[config.mk]
export PLATFORM = sky130hd
export DESIGN_NAME = portgroup_rx_sched
export DESIGN_NICKNAME = d
export VERILOG_FILES = /design/src/rtl/portgroup_rx_sched.sv
export SDC_FILE = /design/constraint.sdc
export NUM_CORES = 1
export LEC_CHECK = 0
export ABC_AREA = 1
export ABC_CLOCK_PERIOD_IN_PS = 2300
export BUFFER_PORTS_ARGS = -buffer_cell sky130_fd_sc_hd__buf_2
export CORE_ASPECT_RATIO = 0.7
export CORE_MARGIN = 4
export CORE_UTILIZATION = 50
export CTS_BUF_LIST = sky130_fd_sc_hd__clkbuf_16
export CTS_CLUSTER_DIAMETER = 200
export DETAILED_ROUTE_END_ITERATION = 7
export GPL_TIMING_DRIVEN = 1
export PLACE_DENSITY = 0.82
export SYNTH_ARGS = -nofsm -noshare
export SYNTH_HDL_FRONTEND = slang
export SYNTH_SLANG_ARGS = --single-unit
export TNS_END_PERCENT = 5
[constraint.sdc]
create_clock -name main_clk_i -period 2.3 [get_ports main_clk_i]
set_input_delay 0.23 -clock main_clk_i [delete_from_list [all_inputs] [get_ports main_clk_i]]
set_output_delay 0.23 -clock main_clk_i [all_outputs]
set_load 0.1 [all_outputs]
[src/rtl/portgroup_rx_sched.sv]
// Ping-pong receive scheduler: stores stream words alternately into rx_data0/rx_data1 with per-slot full flags.
// Optional drop counter for words arriving while disabled: define PORTGROUP_RX_SCHED_DROPCNT_EN.
module portgroup_rx_sched #(
  parameter int unsigned width_p = 8
) (
  input  logic               main_clk_i,
  input  logic               main_rst_i,
  input  logic               ena_i,
  input  logic               rx_valid_i,
  output logic               rx_ready_o,
  input  logic [width_p-1:0] rx_data_i,
  input  logic [1:0]         rd_ack_i,
  output logic [width_p-1:0] data0_o,
  output logic [width_p-1:0] data1_o,
  output logic [1:0]         full_o,
  output logic               irq_o,
  output logic [7:0]         drop_cnt_o
);

  typedef enum logic [1:0] {DIS, SEL0, SEL1} state_e;

  state_e     state_q, state_d;
  logic       accept;
  logic       store;
  logic [1:0] set_mask;

  always_ff @(posedge main_clk_i or posedge main_rst_i) begin
    if (main_rst_i) state_q <= DIS;
    else            state_q <= state_d;
  end

  always_comb begin
    state_d = state_q;
    unique case (state_q)
      DIS:     if (ena_i) state_d = SEL0;
      SEL0:    if (!ena_i) state_d = DIS; else if (accept) state_d = SEL1;
      SEL1:    if (!ena_i) state_d = DIS; else if (accept) state_d = SEL0;
      default: state_d = DIS;
    endcase
  end

  // Ready is derived from flops only, so no input-to-output combinational path exists.
  always_comb begin
    rx_ready_o = 1'b1;
    unique case (state_q)
      SEL0:    rx_ready_o = ~full_o[0];
      SEL1:    rx_ready_o = ~full_o[1];
      default: rx_ready_o = 1'b1;
    endcase
  end

  assign accept   = rx_valid_i & rx_ready_o;
  assign store    = accept & (state_q != DIS);
  assign set_mask = {store & (state_q == SEL1), store & (state_q == SEL0)};

  always_ff @(posedge main_clk_i or posedge main_rst_i) begin
    if (main_rst_i) begin
      data0_o <= '0;
      data1_o <= '0;
      full_o  <= '0;
      irq_o   <= 1'b0;
    end else begin
      if (set_mask[0]) data0_o <= rx_data_i;
      if (set_mask[1]) data1_o <= rx_data_i;
      // A word stored as ena falls still lands in its data register, but the flags clear on entering DIS.
      if (state_q == DIS || !ena_i) full_o <= '0;
      else                          full_o <= (full_o & ~rd_ack_i) | set_mask;
      irq_o <= store;
    end
  end

`ifdef PORTGROUP_RX_SCHED_DROPCNT_EN
  always_ff @(posedge main_clk_i or posedge main_rst_i) begin
    if (main_rst_i)                                        drop_cnt_o <= '0;
    else if (accept && state_q == DIS && drop_cnt_o != '1) drop_cnt_o <= drop_cnt_o + 8'd1;
  end
`else
  assign drop_cnt_o = '0;
`endif

endmodule

== After elaboration in Yosys (flattened, before gate mapping) ==
Cells that the tools add are included.

* Register bits: 21
* Input bits: 14
* Word-level logic and storage cells: 32

* Equal/unequal tests: 5
* Muxes and demuxes: 8
* Bitwise gates (word level): 9
* Reductions and logical operators: 5

{| class="wikitable"
|+ Operators with widths
! cell !! number
|-
| two-way mux 2 bit || 6
|-
| != test 3 bit, second input constant || 2
|-
| one-hot mux 2 bit (3 select lines) || 1
|-
| bitwise AND 1 bit || 4
|-
| AND reduction 3 bit || 1
|-
| bitwise AND 2 bit || 1
|-
| equality test 2 x 1 -> 1 bit, second input constant || 1
|-
| equality test 2 bit, second input constant || 1
|-
| zero test 2 bit || 1
|-
| != test 2 bit, second input constant || 1
|-
| NOT 1 bit || 2
|-
| NOT 2 bit || 1
|-
| bitwise OR 2 bit || 1
|-
| one-hot mux 1 bit (2 select lines) || 1
|-
| nonzero test 2 bit || 1
|-
| zero test 1 bit || 1
|-
| logical OR 1 bit || 1
|}

== Longest topological paths before layout ==
Gate-level depths: netlist of run 1.

* Word-level depth: 7
* Mapped depth: 9
* Gate-level depth less buffers: 9

== Worst setup path after synthesis of run 1 ==
OpenSTA, ideal clock, no wires.

* Kind: reg2reg
* Start: reg full_o[0]
* End: reg data0_o[0]
* Arrival: 1.888 ns
* Data required time: 2.232 ns
* Setup slack: 0.344 ns
* Stages on the path, launching flop included: 7
* Path buffers: 0
* Path through: dfrtp_1 -> inv_1 -> nand2_1 -> nand3_4 -> nand4_2 -> nand2_1 -> nand2_1

* Word-level cells in the longest chain between the ends: 5

{| class="wikitable"
|+ Ends and longest elaborated chain
! element !! RTL line !! RTL
|-
| start, declared || 15 || <nowiki>output logic [1:0] full_o,</nowiki>
|-
| start signal, assigned || 67 || <nowiki>else full_o <= (full_o & ~rd_ack_i) | set_mask;</nowiki>
|-
| NOT 1 bit || 46 || <nowiki>SEL0: rx_ready_o = ~full_o[0];</nowiki>
|-
| one-hot mux 1 bit (2 select lines) || 45 || <nowiki>unique case (state_q)</nowiki>
|-
| via rx_ready_o || 10 || <nowiki>output logic rx_ready_o,</nowiki>
|-
| bitwise AND 1 bit || 52 || <nowiki>assign accept = rx_valid_i & rx_ready_o;</nowiki>
|-
| bitwise AND 1 bit || 53 || <nowiki>assign store = accept & (state_q != DIS);</nowiki>
|-
| bitwise AND 1 bit || 54 || <nowiki>assign set_mask = {store & (state_q == SEL1), store & (state_q == SEL0)};</nowiki>
|-
| end signal, assigned || 63 || <nowiki>if (set_mask[0]) data0_o <= rx_data_i;</nowiki>
|-
| end, declared || 13 || <nowiki>output logic [width_p-1:0] data0_o,</nowiki>
|}

The timed path passes the listed nets, and every way through them passes these cells.
A chain may end at the register's enable or synchronous reset.

== Final worst setup path of run 1 ==
* Start: reg state_q[0]
* End: out rx_ready_o

* Word-level cells in the longest chain between the ends: 2
* Elaborated cells between the ends (all ways): 3
* Those cells by class: 2 x eq/ne; 1 x mux

{| class="wikitable"
|+ Ends and longest elaborated chain
! element !! RTL line !! RTL
|-
| start, declared || 22 || <nowiki>state_e state_q, state_d;</nowiki>
|-
| start signal, assigned || 29 || <nowiki>else state_q <= state_d;</nowiki>
|-
| equality test 2 bit / equality test 2 x 1 -> 1 bit (equally long branches) || 45 ||
|-
| one-hot mux 1 bit (2 select lines) * || 45 ||
|-
| end, declared || 10 ||
|}

Every way passes the cells marked *; elsewhere a longest branch is shown, timed or not.

==> results.md, run 1 <==
- The core region is approximately 1900 um^2.
- Yosys printed 0 warnings.
- The number of global-route vias before repair is 842.
- The synthesized netlist occupies a cell area of just over 1000 um^2.
- The tree is rooted in a sky130_fd_sc_hd__clkbuf_16.
- Grouping stages by cell kind, the critical path spends the most delay in buffers and inverters.
- Walking the worst path, the cells encountered are inv_1 -> ha_1 -> nand2_2 -> nand3_4 -> buf_2.
- Setup violations remaining at the end of the flow were counted as 0.
- The die is 62.37 um wide.
- The length of routed wiring on met1 is ~920 um.
- The effective utilization at floorplan is 54.37%.
- In this run the tightest slew margin relative to its limit is between 40 and 50%.
- The post-route clock skew is a little under 0.0008 ns.
- The worst endpoint required time is 2.07 ns.
- The number of instances resized during post-cts repair is 0.
- The number of cells produced by synthesis is 119.
- The global route total overflow is 0.
- The synthesized netlist contains 14 unique library cells.
- The worst setup path is of the flop to output pin kind.
- The first-pass GRT wire length is between 3 and 4 mm.
- The via total after detailed routing is 846.
- The path class of the tightest hold or removal check is primary input to async pin.
- The die covers 2873 um^2.
- The maximum count of clock buffers along a single path is 2.
- The count of buffers added on input and output ports is 33.
- The time the final worst path needs with I/O delays and setup is 1.891 ns.
- After the first detailed-routing iteration, the DRC count stood at 52.
- The source-to-sink clock delay at the later pin of the worst-skew pair is 0.25 ns.
- The post-detailed-route DRC marker count is 0.
- The number of fill cells in the layout is 154.
- From synthesis to final layout, the design area changed by 22.97%.
- In this run the remaining antenna-violating nets after routing total 0.
- The CTS tree is yes.
- The highest achievable clock rate is 0.5287 GHz.
- The number of nets at the end of the flow is 174.
- The critical-path maximum fanout is 5.
- After detailed routing, no signal wire sits above met4.
- The number of sinks handled by clock tree synthesis is 21.
- The accumulated negative setup slack is 0 ns.
- Dividing the detail-routed via count by the number of cells gives about 4.8.
- The library cell used most frequently in the layout, excluding fill and tap cells, is sky130_fd_sc_hd__nand2_1.
- Hold repair after CTS inserted 0 buffers.
- The detailed placement HPWL is around 1.6 mm.
- The sum of buffers and inverters on the critical path is 2.
- Dividing the detail-routed wire length by the instance count gives 12.61 um.
- In the layout the commonest cells are 59 x sky130_fd_sc_hd__nand2_1, 33 x sky130_fd_sc_hd__buf_2, 21 x sky130_fd_sc_hd__dfrtp_1, 11 x sky130_fd_sc_hd__inv_1, 8 x sky130_fd_sc_hd__conb_1.
- The element type at the critical path end is an output pin.
- The max-capacitance violation count is 0.
- The number of placed I/O pins is 42.
- Buffers added to address setup during post-CTS repair amount to 0.
- 0 antenna diodes ended up in the layout.
- Setup repair after global routing left no endpoint under its margin.
- The first TritonRoute pass finished after 4 iterations.
- The count of pins over their slew limit is 0.
- The average instance area after synthesis is a little under 9 um^2.
- The part of the cycle the worst path needs is 82.23%.
- Global routing used 17.09% of the available tracks.
- The number of buffers created by CTS is 3.
- The routability congestion estimate from global placement is 0.7452.
- STA classifies the critical path startpoint as a flop.
- The largest net degree at the start of global routing is 22.
- The clock-pin slew reported for the worst setup and hold paths after clock tree synthesis is 0.05 ns.
- The transition at the pin with the smallest max-transition slack is about 0.78 ns.
- The number of antenna violations at the first check in global routing is 0.
- The total number of H-tree levels is 1.
- The arrival time of data at the critical path endpoint is 1.66 ns.
- The total wirelength of the detailed-routed design is 2.232 mm.
- The delay of the slowest critical-path stage is 0.44 ns.
- The amount of wire on met3 after detailed routing is 209 um.
- The hold violation total from the final report was 0.
- The die outline height is 46.06 um.
- The number of synthesized register bits is 21.
- In the final layout, the share of cells above drive strength 1 is 29.03%.
- The portion of the post-synthesis area used by sequential elements is 50.79%.
- Row generation in the floorplan step produced 13 rows.
- The run finished with clean final reports.
- The slowest stage of the critical path belongs to the cell sky130_fd_sc_hd__buf_2.
- The length of routed met2 wiring is 1.093 mm.
==> worst paths after layout <==
| path | startpoint | endpoint | slack [ns] | cells after the start |
|---|---|---|---|---|
| setup / recovery | state_q[0]$_DFFE_PP0P_ | rx_ready_o | 0.41 | 5 |
| hold reg to reg | data1_o[3]$_DFFE_PP0P_ | data1_o[3]$_DFFE_PP0P_ | 0.47 | 2 |
| hold / removal | main_rst_i | data1_o[0]$_DFFE_PP0P_ | 0.11 | 2 |
| min in group main_clk_i | rx_data_i[4] | data1_o[4]$_DFFE_PP0P_ | 0.19 | 3 |
| setup reg to reg | state_q[0]$_DFFE_PP0P_ | data0_o[6]$_DFFE_PP0P_ | 0.76 | 7 |
| max in group asynchronous | main_rst_i | data1_o[3]$_DFFE_PP0P_ | 1.70 | 2 |
==> state kept, by name, summed over array words and instances, names as in the netlist <==
signal and flops:
data0_o 8, data1_o 8, full_o 2, state_q 2, irq_o 1
==> routing by layer <==
layer / global-route usage [%] / vias to the layer above
met5: 0 / -
met1: 19.07 / 388
met3: 7.073 / 2
met4: 4.661 / 0
li1: - / 422
met2: 30.99 / 34
==> per-stage QoR <==
stage / instance area [um^2] / utilization [%] / hold slack, ns / setup slack (ns) / instances
global placement: 1194 / 62.72 / 0.3918 / 0.7458 / 173
finish: 1272 / 66.86 / 0.1133 / 0.4087 / 177
floorplan: 1061 / - / 0.2065 / 0.3441 / 126
detailed placement: 1194 / 62.72 / 0.4142 / 0.6651 / 173
global route: 1272 / 66.86 / 0.1951 / 0.3028 / 177
CTS: 1272 / 66.86 / 0.1414 / 0.3907 / 177
==> kinds of logic (layout without fill, tap and decap cells) <==
group | Yosys count | in the layout | synth area share (%)
AND/OR/NAND/NOR | 71 | 71 | 32.65
AO/OA/AOI/OAI | 4 | 4 | 1.935
flip-flops | 21 | 21 | 50.79
other | 1 | 8 | 0.3624
buffers and inverters | 18 | 47 | 9.432
adder cells (fa/ha/maj) | 4 | 4 | 4.837
==> cell type report <==
cell class | count | area (um^2) | share of cell area [%]
inverters | 10 | 37.54 | 2.950
multi-input cells | 87 | 437.9 | 34.41
flip-flops and latches | 21 | 525.5 | 41.30
repair buffers | 33 | 165.2 | 12.98
clock buffers | 3 | 75.07 | 5.900
well taps | 22 | 27.53 | 2.163
clock inverters | 1 | 3.754 | 0.2950
==> cells in the mapped netlist <==
cell / n / area [um^2]
sky130_fd_sc_hd__nand2_1: 59 / 221.5
sky130_fd_sc_hd__dfrtp_1: 21 / 525.5
sky130_fd_sc_hd__inv_1: 10 / 37.54
sky130_fd_sc_hd__buf_4: 8 / 60.06
sky130_fd_sc_hd__a21oi_1: 4 / 20.02
sky130_fd_sc_hd__ha_1: 4 / 50.05
sky130_fd_sc_hd__nand3_1: 2 / 10.01
sky130_fd_sc_hd__nand3_4: 2 / 35.03
sky130_fd_sc_hd__nand4_2: 2 / 25.02
sky130_fd_sc_hd__nor2_4: 2 / 22.52
sky130_fd_sc_hd__or2_2: 2 / 12.51
sky130_fd_sc_hd__conb_1: 1 / 3.750
sky130_fd_sc_hd__nand2_2: 1 / 6.260
sky130_fd_sc_hd__nor3_1: 1 / 5.000
Power of run 1 is not shown: default switching activity piles up to over one toggle a cycle in this logic, so the estimate is an artifact.
==> inputs of run 2 (changes only) <==
==> config.mk (replaced) <==
export PLATFORM = sky130hd
export DESIGN_NAME = portgroup_rx_sched
export DESIGN_NICKNAME = d
export VERILOG_FILES = /design/src/rtl/portgroup_rx_sched.sv
export SDC_FILE = /design/constraint.sdc
export NUM_CORES = 1
export LEC_CHECK = 0
export ABC_AREA = 0
export ABC_CLOCK_PERIOD_IN_PS = 1700
export BUFFER_PORTS_ARGS = -buffer_cell sky130_fd_sc_hd__buf_2
export CORE_ASPECT_RATIO = 0.7
export CORE_MARGIN = 4
export CORE_UTILIZATION = 42
export CTS_BUF_LIST = sky130_fd_sc_hd__clkbuf_16
export CTS_CLUSTER_DIAMETER = 200
export DETAILED_ROUTE_END_ITERATION = 7
export GPL_TIMING_DRIVEN = 1
export PLACE_DENSITY = 0.74
export SYNTH_ARGS = -nofsm -noshare
export SYNTH_HDL_FRONTEND = slang
export SYNTH_SLANG_ARGS = --single-unit
export TNS_END_PERCENT = 5
==> constraint.sdc (replaced) <==
create_clock -name main_clk_i -period 1.7 [get_ports main_clk_i]
set_input_delay 0.17 -clock main_clk_i [delete_from_list [all_inputs] [get_ports main_clk_i]]
set_output_delay 0.17 -clock main_clk_i [all_outputs]
set_load 0.1 [all_outputs]
==> run 2 against run 1 <==
Effect of this change:
- the flow now finishes with violations (negative setup slack)
- via count shrank 5.2%
- routed wire length grew 15%
- core utilization grew 2.6 points
- register-to-register slack lost 0.89 ns
- synthesized area shrank 0.48%
- hold slack lost 0.070 ns
- final area grew 22%
- sequential cell count is the same
- setup slack lost 0.54 ns
- die area grew 16%
- critical path depth grew 1
==> results.md, run 2 <==
- The proportion of netlist area held by the largest area contributor is 51.03% (+0.25 points).
- The delay of the slowest critical-path stage was 0.40 ns (-0.04 ns).
- The Yosys warning count came to 0 (unchanged).
- The time the final worst path needs with I/O delays and setup is approximately 1.8 ns.
- The worst min-delay path category is primary input to async pin.
- The accumulated negative setup slack is -1.714 ns (-1.714 ns).
- The flow ran to the end, but the final reports show violations.
- The library cell with the highest instance count after synthesis is sky130_fd_sc_hd__dfrtp_1.
- The length in cells of the worst reg-to-reg path came to 6 (-1).
- The total wirelength of the detailed-routed design is 2.569 mm (+15%).
- The number of buffers created by CTS is 3 (unchanged).
- The detailed-router iteration count before antenna repair is 4 (unchanged).
- The netlist area before placement is 1030 um^2 (-0.48%).
- The leading register cell type out of synthesis is sky130_fd_sc_hd__dfrtp_1.
- The worst setup path category is flop to flop.
- The worst endpoint required time came to 1.83 ns (-0.24 ns).
- The routability congestion estimate from global placement is 0.8653 (+16%).
- STA classifies the critical path startpoint as a flop.
- Ranked by total cell area, the synthesized netlist is headed by sky130_fd_sc_hd__dfrtp_1 51%, sky130_fd_sc_hd__mux2_2 17%, sky130_fd_sc_hd__buf_4 5.8%.
- The detailed placement HPWL is 1.774 mm (+8.7%).
- The library cell used as clock root buffer is sky130_fd_sc_hd__clkbuf_16.
- The highest achievable clock rate is 0.5475 GHz.
- The number of antenna violations at the first check in global routing is 0 (unchanged).
- For this design, the slowest cell found on the critical path is sky130_fd_sc_hd__dfrtp_1.
- The total of endpoints with negative setup slack in the final report is 18 (+18).
- The count of inserted antenna diode cells is 0 (unchanged).
- The final cell utilization of the core is 69.42% (+2.6 points).
- Ranked by instance count, the synthesized netlist is headed by 21 x sky130_fd_sc_hd__dfrtp_1, 16 x sky130_fd_sc_hd__mux2_2, 8 x sky130_fd_sc_hd__buf_4, 6 x sky130_fd_sc_hd__inv_1.
- Leaving out fill and tap cells, the most frequent cell in the layout is sky130_fd_sc_hd__buf_2.
- Setup repair after global routing could not meet its margin everywhere.
- The clock-pin slew reported for the worst setup and hold paths after clock tree synthesis is 0.06 ns (about the same).
- In the final layout, the registers with the most flip-flops are data0_o: 8 flops, data1_o: 8 flops.
- The async set-or-reset flop fraction in the synthesized netlist is 100.0% (unchanged).
- The global route total overflow is 0 (unchanged).
- The area inside the core boundary is 2242 um^2 (+18%).
- The total number of H-tree levels was 1 (unchanged).
- The number of global-route vias before repair came to 888 (+5.5%).
- The element type at the critical path end is a flop.
- The number of cells produced by synthesis is 82 (-31%).
- TritonCTS built the clock tree.
- The hold violation total from the final report was 0 (unchanged).
- The number of distinct standard cells referenced by the synthesized netlist is 21 (+7).
- The average wire per standard cell came to 15.66 um (+24%).
- The effective utilization at floorplan came to 45.93% (-8.4 points).
- The count of hold-fix buffers inserted at cts is 0 (unchanged).
- The count of pins over their slew limit is 0 (unchanged).
- The count of flip-flops with a built-in enable after synthesis was 0 (unchanged).
- The average via count per standard cell is 4.890 (+2.3%).
- The die outline height is 49.43 um (+7.3%).
- The die area is 3320 um^2 (+16%).
- The number of sinks handled by clock tree synthesis is 21 (unchanged).
- The post-detailed-route DRC marker count came to 0 (unchanged).
- The placement row count is 14 (+1).
- The number of I/O port buffers was 33 (unchanged).
- The via total after detailed routing is 802 (-5.2%).
- The number of placed I/O pins was 42 (unchanged).
- The largest net degree at the start of global routing came to 22 (unchanged).
- The final-layout worst hold slack was 0.04340 ns (-0.06991 ns).
- The post-route antenna net violation count is 0 (unchanged).
- The average instance area after synthesis is 12.56 um^2 (+44%).
- In the layout the commonest cells are 32 x sky130_fd_sc_hd__buf_2, 19 x sky130_fd_sc_hd__dfrtp_1, 16 x sky130_fd_sc_hd__mux2_4, 12 x sky130_fd_sc_hd__buf_4, 8 x sky130_fd_sc_hd__conb_1.
- The number of nets at the end of the flow is 151 (-13%).
- The arrival time of data at the critical path endpoint came to 1.96 ns (+0.30 ns).
- The first-pass GRT wire length was 4.188 mm (+11%).
- The final worst slack is -0.1264 ns (-0.5350 ns).
- The number of synthesized register bits was 21 (unchanged).
- The transition at the pin with the smallest max-transition slack is 0.7532 ns (-0.02449 ns).
- Walking the worst path, the cells encountered are inv_2 -> ha_4 -> a31o_4 -> nor3b_4 -> buf_12 -> mux2_4.
- The critical-path maximum fanout is 8 (+3).
- The maximum count of clock buffers along a single path is 2 (unchanged).
- The fraction of layout cells with a size suffix above 1 came to 60.61% (+32 points).
- The floorplan die width came to 67.18 um (+7.7%).
- The worst path uses 107.4% of the clock period.
- The post-route clock skew was 0.001870 ns (+0.001076 ns).
- The initial detailed-routing violation count is 27 (-48%).
- The final reports fail on negative setup slack.
- The source-to-sink clock delay at the later pin of the worst-skew pair is 0.25 ns (about the same).
- The portion of the post-synthesis area used by sequential elements was 51.03% (+0.25 points).
- The max-capacitance violation count is 0 (unchanged).
- Of all cell types, the one taking the most synthesized area is sky130_fd_sc_hd__dfrtp_1.
- Relative to the synthesized area, the layout overhead comes to 51.15%.
- The remaining max-slew budget at the tightest pin is 49.73% (+1.6 points).
- The global router's overall resource usage is 17.05% (-0.045 points).
==> run 2: area by class of cell <==
type / count / area [um^2]
fillers: 158 / 685.7
multi-input cells: 54 / 570.5
flip-flops and latches: 21 / 533.0
repair buffers: 47 / 310.3
clock buffers: 3 / 75.07
well taps: 32 / 40.04
inverters: 6 / 22.52
clock inverters: 1 / 5.005
==> run 2: worst max-delay path, delay by kind of cell, from the launching register on <==
kind            cells  cell delay, ns
fa+ha+maj           1            0.22
simple gates        1            0.22
flops               1            0.40
mux                 1            0.31
compound gates      1            0.25
buf+inv             2            0.30
==> run 2: layer usage <==
| metal | GRT usage (%) | up-vias | wire length (um) |
|---|---|---|---|
| li1 | - | 368 | - |
| met1 | 21.08 | 389 | 1052 |
| met2 | 27.41 | 37 | 1280 |
| met3 | 4.839 | 8 | 156 |
| met4 | 7.407 | 0 | 80 |
| met5 | 0 | - | 0 |
==> run 2: path summary, 6_finish.rpt <==
check                                       start                endpoint  slack (ns)
max                        state_q[0]$_DFFE_PP0P_  data1_o[7]$_DFFE_PP0P_       -0.13
min                                    main_rst_i     full_o[1]$_DFF_PP0_        0.04
max reg2reg                state_q[0]$_DFFE_PP0P_  data1_o[7]$_DFFE_PP0P_       -0.13
min reg2reg                data0_o[4]$_DFFE_PP0P_  data0_o[4]$_DFFE_PP0P_        0.50
max in group asynchronous              main_rst_i     full_o[0]$_DFF_PP0_        1.11
min in group main_clk_i              rx_data_i[0]  data0_o[0]$_DFFE_PP0P_        0.17
==> run 2: through the flow <==
step | setup slack (ns) | instances | area, um^2
6_report | -0.1264 | 164 | 1556
5_1_grt | -0.1859 | 164 | 1556
4_1_cts | -0.1127 | 164 | 1556
3_5_place_dp | -0.1882 | 156 | 1341
3_3_place_gp | -0.1249 | 156 | 1341
2_1_floorplan | -0.2128 | 89 | 1081
==> run 2: cell families (layout without fill, tap and decap cells) <==
logic type	Yosys count	count (layout)	share of synthesized area (%)
muxes	16	16	17.50
other	1	8	0.3642
adders and majority gates	4	4	4.860
AOI/OAI and AO/OA	12	12	8.506
DFF	21	21	51.03
buffers and inverters	14	57	8.020
and+or+nand+nor	14	14	9.721
==> run 2: repair_timing <==
item,CTS,global route
gates resized for setup,24,0
setup endpoints to repair,16,19
buffers inserted,4,0
pin swaps,5,4
endpoints found under the hold margin,0,0
Power of run 2 is left out for the same reason.
